<file path="config.mk">
export PLATFORM = sky130hd
export DESIGN_NAME = mem_access_unit
export DESIGN_NICKNAME = d
export VERILOG_FILES = /design/src/rtl/mem_access_pkg.sv /design/src/rtl/mem_load_align.sv /design/src/rtl/mem_access_unit.sv
export SDC_FILE = /design/constraint.sdc
export NUM_CORES = 1
export LEC_CHECK = 0
export CORE_AREA = 4 4 99 101
export DETAILED_ROUTE_END_ITERATION = 16
export DIE_AREA = 0 0 103 105
export DONT_BUFFER_PORTS = 1
export PLACE_DENSITY_LB_ADDON = 0.08
export SYNTH_ARGS = -nofsm -noshare
export SYNTH_HDL_FRONTEND = slang
export SYNTH_SLANG_ARGS = --single-unit
</file>
<file path="constraint.sdc">
create_clock -name CLK -period 2.1 [get_ports CLK]
set_clock_uncertainty 0.2 [all_clocks]
set_input_delay 0.42 -clock CLK [delete_from_list [all_inputs] [get_ports CLK]]
set_output_delay 0.42 -clock CLK [all_outputs]
set_load 0.005 [all_outputs]
</file>
<file path="src/rtl/mem_access_pkg.sv">
// Shared encodings and lane helpers for the load/store front end
// and its load-alignment datapath.
package mem_access_pkg;
  localparam int LANES  = 4;
  localparam int LANE_W = 8;

  localparam logic [1:0] SIZE_BYTE = 2'b00;
  localparam logic [1:0] SIZE_HALF = 2'b01;
  localparam logic [1:0] SIZE_WORD = 2'b10;
  localparam logic [1:0] SIZE_RSVD = 2'b11;

  typedef enum logic [1:0] {
    IDLE  = 2'b00,
    ISSUE = 2'b01,
    WAIT  = 2'b10,
    RESP  = 2'b11
  } state_t;

  function automatic logic [LANES-1:0] lane_mask(input logic [1:0] size, input logic [1:0] addr);
    logic [LANES-1:0] mask;
    case (size)
      SIZE_BYTE: mask = 4'b0001 << addr;
      SIZE_HALF: mask = addr[1] ? 4'b1100 : 4'b0011;
      SIZE_WORD: mask = 4'b1111;
      default:   mask = 4'b0000;
    endcase
    return mask;
  endfunction

  // Reserved size or an access that straddles its natural alignment.
  function automatic logic req_error(input logic [1:0] size, input logic [1:0] addr);
    logic err;
    case (size)
      SIZE_BYTE: err = 1'b0;
      SIZE_HALF: err = addr[0];
      SIZE_WORD: err = |addr;
      default:   err = 1'b1;
    endcase
    return err;
  endfunction

  function automatic logic [LANES*LANE_W-1:0] store_replicate(input logic [1:0] size,
                                                              input logic [LANES*LANE_W-1:0] data);
    logic [LANES*LANE_W-1:0] rep;
    case (size)
      SIZE_BYTE: rep = {LANES{data[LANE_W-1:0]}};
      SIZE_HALF: rep = {2{data[2*LANE_W-1:0]}};
      SIZE_WORD: rep = data;
      default:   rep = 32'h0000_0000;
    endcase
    return rep;
  endfunction
endpackage

</file>
<file path="src/rtl/mem_load_align.sv">
// Selects the addressed byte/halfword from a RAM read word and
// sign- or zero-extends it to 32 bits.
module mem_load_align
  import mem_access_pkg::*;
(
  input  logic [31:0] DataOutput,
  input  logic [1:0]  size,
  input  logic [1:0]  addrLow,
  input  logic        isUnsigned,
  output logic [31:0] loadData
);
  logic [7:0]  laneByte;
  logic [15:0] laneHalf;

  // Lane extraction and extension
  always_comb begin
    laneByte = DataOutput[{addrLow, 3'b000} +: 8];
    laneHalf = addrLow[1] ? DataOutput[31:16] : DataOutput[15:0];
    loadData = 32'h0000_0000;
    case (size)
      SIZE_BYTE: loadData = {{24{~isUnsigned & laneByte[7]}}, laneByte};
      SIZE_HALF: loadData = {{16{~isUnsigned & laneHalf[15]}}, laneHalf};
      SIZE_WORD: loadData = DataOutput;
      default:   loadData = 32'h0000_0000;
    endcase
  end
endmodule

</file>
<file path="src/rtl/mem_access_unit.sv">
// Load/store front end for a four-lane byte-addressable RAM: one request
// per handshake, registered RAM strobes, aligned/extended load response.
module mem_access_unit
  import mem_access_pkg::*;
#(
  parameter int WidthData     = 32,
  parameter int RAM_ADDR_BITS = 17,
  parameter int ReadLatency   = 1
) (
  input  logic                     CLK,
  input  logic                     Reset,
  input  logic                     ReqValid,
  output logic                     ReqReady,
  input  logic                     ReqWrite,
  input  logic [1:0]               ReqSize,
  input  logic                     ReqUnsigned,
  input  logic [RAM_ADDR_BITS+1:0] ReqAddress,
  input  logic [WidthData-1:0]     ReqWData,
  output logic                     RespValid,
  output logic [WidthData-1:0]     RespData,
  output logic                     RespError,
  output logic                     RAMEnableByte0LSB,
  output logic                     RAMEnableByte1,
  output logic                     RAMEnableByte2,
  output logic                     RAMEnableByte3MSB,
  output logic                     WriteMemoryByte0LSB,
  output logic                     WriteMemoryByte1,
  output logic                     WriteMemoryByte2,
  output logic                     WriteMemoryByte3MSB,
  output logic [RAM_ADDR_BITS-1:0] AddressRAM,
  output logic [WidthData-1:0]     DataLoad,
  input  logic [WidthData-1:0]     DataOutput
);
  state_t           state;
  logic [1:0]       sizeR;
  logic [1:0]       addrLowR;
  logic             unsignedR;
  logic             writeR;
  logic [1:0]       countR;
  logic [LANES-1:0] enableR;
  logic [LANES-1:0] strobeR;
  logic [31:0]      alignedData;

  assign ReqReady = (state == IDLE) && !Reset;

  assign RAMEnableByte0LSB   = enableR[0];
  assign RAMEnableByte1      = enableR[1];
  assign RAMEnableByte2      = enableR[2];
  assign RAMEnableByte3MSB   = enableR[3];
  assign WriteMemoryByte0LSB = strobeR[0];
  assign WriteMemoryByte1    = strobeR[1];
  assign WriteMemoryByte2    = strobeR[2];
  assign WriteMemoryByte3MSB = strobeR[3];

  mem_load_align uAlign (
    .DataOutput (DataOutput),
    .size       (sizeR),
    .addrLow    (addrLowR),
    .isUnsigned (unsignedR),
    .loadData   (alignedData)
  );

  // Request FSM with registered RAM strobes and response outputs
  always_ff @(posedge CLK) begin
    if (Reset) begin
      state      <= IDLE;
      sizeR      <= SIZE_BYTE;
      addrLowR   <= 2'b00;
      unsignedR  <= 1'b0;
      writeR     <= 1'b0;
      countR     <= 2'b00;
      enableR    <= 4'b0000;
      strobeR    <= 4'b0000;
      AddressRAM <= '0;
      DataLoad   <= 32'h0000_0000;
      RespValid  <= 1'b0;
      RespData   <= 32'h0000_0000;
      RespError  <= 1'b0;
    end else begin
      // Strobes live for the ISSUE cycle only; the response is a single pulse.
      enableR   <= 4'b0000;
      strobeR   <= 4'b0000;
      RespValid <= 1'b0;
      RespError <= 1'b0;
      case (state)
        IDLE: begin
          if (ReqValid) begin
            sizeR     <= ReqSize;
            addrLowR  <= ReqAddress[1:0];
            unsignedR <= ReqUnsigned;
            writeR    <= ReqWrite;
            if (req_error(ReqSize, ReqAddress[1:0])) begin
              state     <= RESP;
              RespValid <= 1'b1;
              RespError <= 1'b1;
              RespData  <= 32'h0000_0000;
            end else begin
              state      <= ISSUE;
              enableR    <= lane_mask(ReqSize, ReqAddress[1:0]);
              strobeR    <= lane_mask(ReqSize, ReqAddress[1:0]) & {LANES{ReqWrite}};
              AddressRAM <= ReqAddress[RAM_ADDR_BITS+1:2];
              DataLoad   <= store_replicate(ReqSize, ReqWData);
            end
          end else begin
            state <= IDLE;
          end
        end
        ISSUE: begin
          if (writeR) begin
            state     <= RESP;
            RespValid <= 1'b1;
            RespData  <= 32'h0000_0000;
          end else begin
            state  <= WAIT;
            countR <= 2'(ReadLatency);
          end
        end
        WAIT: begin
          if (countR == 2'd1) begin
            state     <= RESP;
            RespValid <= 1'b1;
            RespData  <= alignedData;
          end else begin
            countR <= countR - 2'd1;
          end
        end
        RESP: state <= IDLE;
        default: state <= IDLE;
      endcase
    end
  end
endmodule

</file>
==> results_dict.tcl <==
set metrics [dict create \
    finalSetupTns_ns 0 \
    portBuffers 0 \
    synth_top_family_by_area "compound AO/OA/AOI/OAI gates" \
    die_w_um 103 \
    finalSetupViolCount 0 \
    overflow 0 \
    fp.coreArea_mm2 0.00902 \
    ys_types 41 \
    tritoncts "built" \
    synth.net_count 601 \
    drive_above_1_share 0.115 \
    drv_cap 0 \
    rsz0062_at_grt "no" \
    fmax_ghz 0.512 \
    synth_xor_area_frac 0 \
    p_leak_uw 0.00195 \
    start_util 0.481 \
    cts.sink_count 101 \
    worstMarginPinSlew_ns 0.423 \
    top_usage_layer "met2" \
    met1_usage 0.263 \
    hold_class "in2reg" \
    outcome "complete, no violations" \
    ys_ff_latch 101 \
    grt_max_degree 62 \
    synth_top_area_frac 0.466 \
    cpPeakStageDelay_ns 0.35 \
    grt_use_met2 0.389 \
    ir_drop_v 0.000505 \
    fin_crit_ns 1.95 \
    die-area_mm2 0.0108 \
    drtIter0Drc 223 \
    numCtsBuffers 9 \
    grt_pass1_vias 3764 \
    synthesis.instances 505 \
    crit_type "reg2reg" \
    slew_headroom 0.718 \
    ys.warnings.count 0 \
    hpwl_mm 8.92 \
    area_growth_pct 19.6 \
    start_kind "flip-flop" \
    viasPerCell 5.82 \
    crit_fanout 8 \
    dr.pass1.iters 4 \
    synth_compound_gate_area_share 0.254 \
    ios 182 \
    htree_levels 3 \
    drc_errors 0 \
    path_buf_inv 2 \
    fp.dieH_um 105 \
    syn-cell-area_mm2 0.00434 \
    grtUsageMet3 0.110 \
    track_usage 0.232 \
    slew_viol_final 0 \
    post-route-period-util 0.930 \
    yosysTopAreaCell "dfxtp_1" \
    gp_congestion 0.778 \
    synth.area.mux_share 0.0450 \
    clk_pin_slew_ns 0.10 \
    wl_mm 12.7 \
    yosys.area_share.adder 0.0173 \
    layout.nets 640 \
    vias 3841 \
    cp-end-kind "flip-flop" \
    synth_simple_gate_area_frac 0.172 \
    dpl_worst_slack_ns 0.0119 \
    crit_arrival_ns 2.05 \
    avgRoutedWirePerCell_um 19.2 \
    worst_path_max_delay_cell "dfxtp_1" \
    ys_seq_area_frac 0.466 \
    worstSkewPairLatency_ns 0.36 \
    diodes 0 \
    antenna_found_initial 0 \
    row_count 35 \
    cp_top_family "compound AO/OA/AOI/OAI gates" \
    postRouteAntennaNets 0 \
    fin_ws_ns 0.148 \
    power_uw 5600 \
    worst_ep_required_time_ns 2.20 \
    path_cells "buf_4 > mux2i_2 > or2_1 > a2111oi_4 > buf_4 > a221oi_1 > o2bb2ai_1" \
    cp_common_cell "buf_4" \
    powerDensity_mw_per_mm2 1080 \
    fill_cells 799 \
    hold_viol 0 \
    clock_path_buffers 2 \
    synthTopCellsByArea "dfxtp_1 (47%), a21oi_1 (7.0%), nand2_1 (6.7%)" \
    clockRootBuffer "clkbuf_8" \
    syn-mean-instance-area_um2 8.59 \
    grt_pass1_wl_mm 19.9 \
]
==> state kept, by name, summed over array words and instances, names as in the netlist, 4 cells and up <==
name / flops
enableR: 4
strobeR: 4
DataLoad: 32
RespData: 32
AddressRAM: 17
==> timing repair <==
| item | 4_1_cts | 5_1_grt |
|---|---|---|
| endpoints found under the setup margin | 0 | 55 |
| setup buffers | 0 | 4 |
| hold buffers | 33 | 0 |
| hold endpoints to repair | 65 | 0 |
| resized for setup | 0 | 4 |
==> final timing paths <==
kind	from	cells after the start	endpoint	slack, ns
setup / recovery	addrLowR[1]	7	RespData[9]	0.15
hold / removal	ReqValid	2	sizeR[0]	0.02
setup reg to reg	addrLowR[1]	7	RespData[9]	0.15
hold reg to reg	AddressRAM[2]	2	AddressRAM[2]	0.28
==> where the power goes <==
group / switching, uW / leakage, uW / internal, uW
combinational: 1070 / 0.00103 / 883
sequential: 235 / 0.000822 / 2210
clock: 722 / 0.000100 / 485
total: 2030 / 0.00195 / 3580
==> layer usage <==
layer / up-vias / routed length, um
met3: 13 / 1600
met2: 167 / 6200
li1: 1888 / -
met4: 0 / 176
met5: - / 0
met1: 1773 / 4720
==> cell families (layout without fill, tap and decap cells) <==
| group | Yosys count | in the layout |
|---|---|---|
| muxes | 19 | 19 |
| adders and majority gates | 6 | 6 |
| buffers and inverters | 49 | 93 |
| DFF | 101 | 101 |
| AOI/OAI and AO/OA | 155 | 155 |
| and+or+nand+nor | 175 | 175 |
==> cells in the final DEF (no fill, tap or decap), drive strengths merged, types with 2 or more instances in the layout <==
| cell | netlist | final |
|---|---|---|
| clkbuf | 29 | 10 |
| a21o | 3 | 3 |
| clkinv | 1 | 5 |
| ha | 6 | 6 |
| a221oi | 17 | 17 |
| inv | 8 | 10 |
| nand3b | 2 | 2 |
| mux2i | 15 | 15 |
| a211oi | 12 | 12 |
| mux2 | 4 | 4 |
| dlygate4sd3 | 0 | 32 |
| a2111oi | 2 | 2 |
| nand2 | 77 | 77 |
| a21oi | 62 | 62 |
| nor3 | 24 | 24 |
| o22ai | 5 | 5 |
| nand2b | 3 | 3 |
| o2bb2ai | 31 | 31 |
| nor2 | 49 | 49 |
| o32a | 2 | 2 |
| o21ai | 6 | 6 |
| a22oi | 8 | 8 |
| nand3 | 8 | 8 |
| buf | 11 | 36 |
| nor2b | 6 | 6 |
| dfxtp | 101 | 101 |
==> metrics by stage <==
| step | area, um^2 | hold slack (ns) | util | cells |
|---|---|---|---|---|
| finish | 5190 | 0.0173 | 0.575 | 660 |
| global route | 5190 | 0.00929 | 0.575 | 660 |
| detailed placement | 4590 | 0.262 | 0.509 | 607 |
| floorplan | 4340 | 0.251 | - | 505 |
| CTS | 5130 | 0.00572 | 0.569 | 656 |
| global placement | 4590 | 0.260 | 0.509 | 607 |
==> area by class of cell <==
cell class	count	area [um^2]	area share
multi-input cells	355	2140	0.412
flip-flops and latches	101	2020	0.390
repair buffers	68	661	0.127
well taps	111	139	0.0268
clock buffers	10	138	0.0265
clock inverters	6	56.3	0.0109
inverters	9	33.8	0.00651
==> cell usage after synthesis (all sizes together) <==
cell	number
o21a	1
a2111oi	2
o21bai	1
mux2i	15
buf	11
nor3	24
a311oi	1
mux2	4
a22oi	8
nand3	8
nand4	1
a22o	1
nor2	49
or3	1
o31ai	1
o21ai	6
nor3b	1
a21oi	62
o22ai	5
o2bb2ai	31
clkinv	1
a41oi	1
a221oi	17
inv	8
or2	1
dfxtp	101
nand2	77
nand3b	2
ha	6
a211o	1
nor4	1
a21o	3
nand2b	3
clkbuf	29
o32a	2
a211oi	12
and3b	1
nor2b	6
Power figures use the tool's default switching activity.
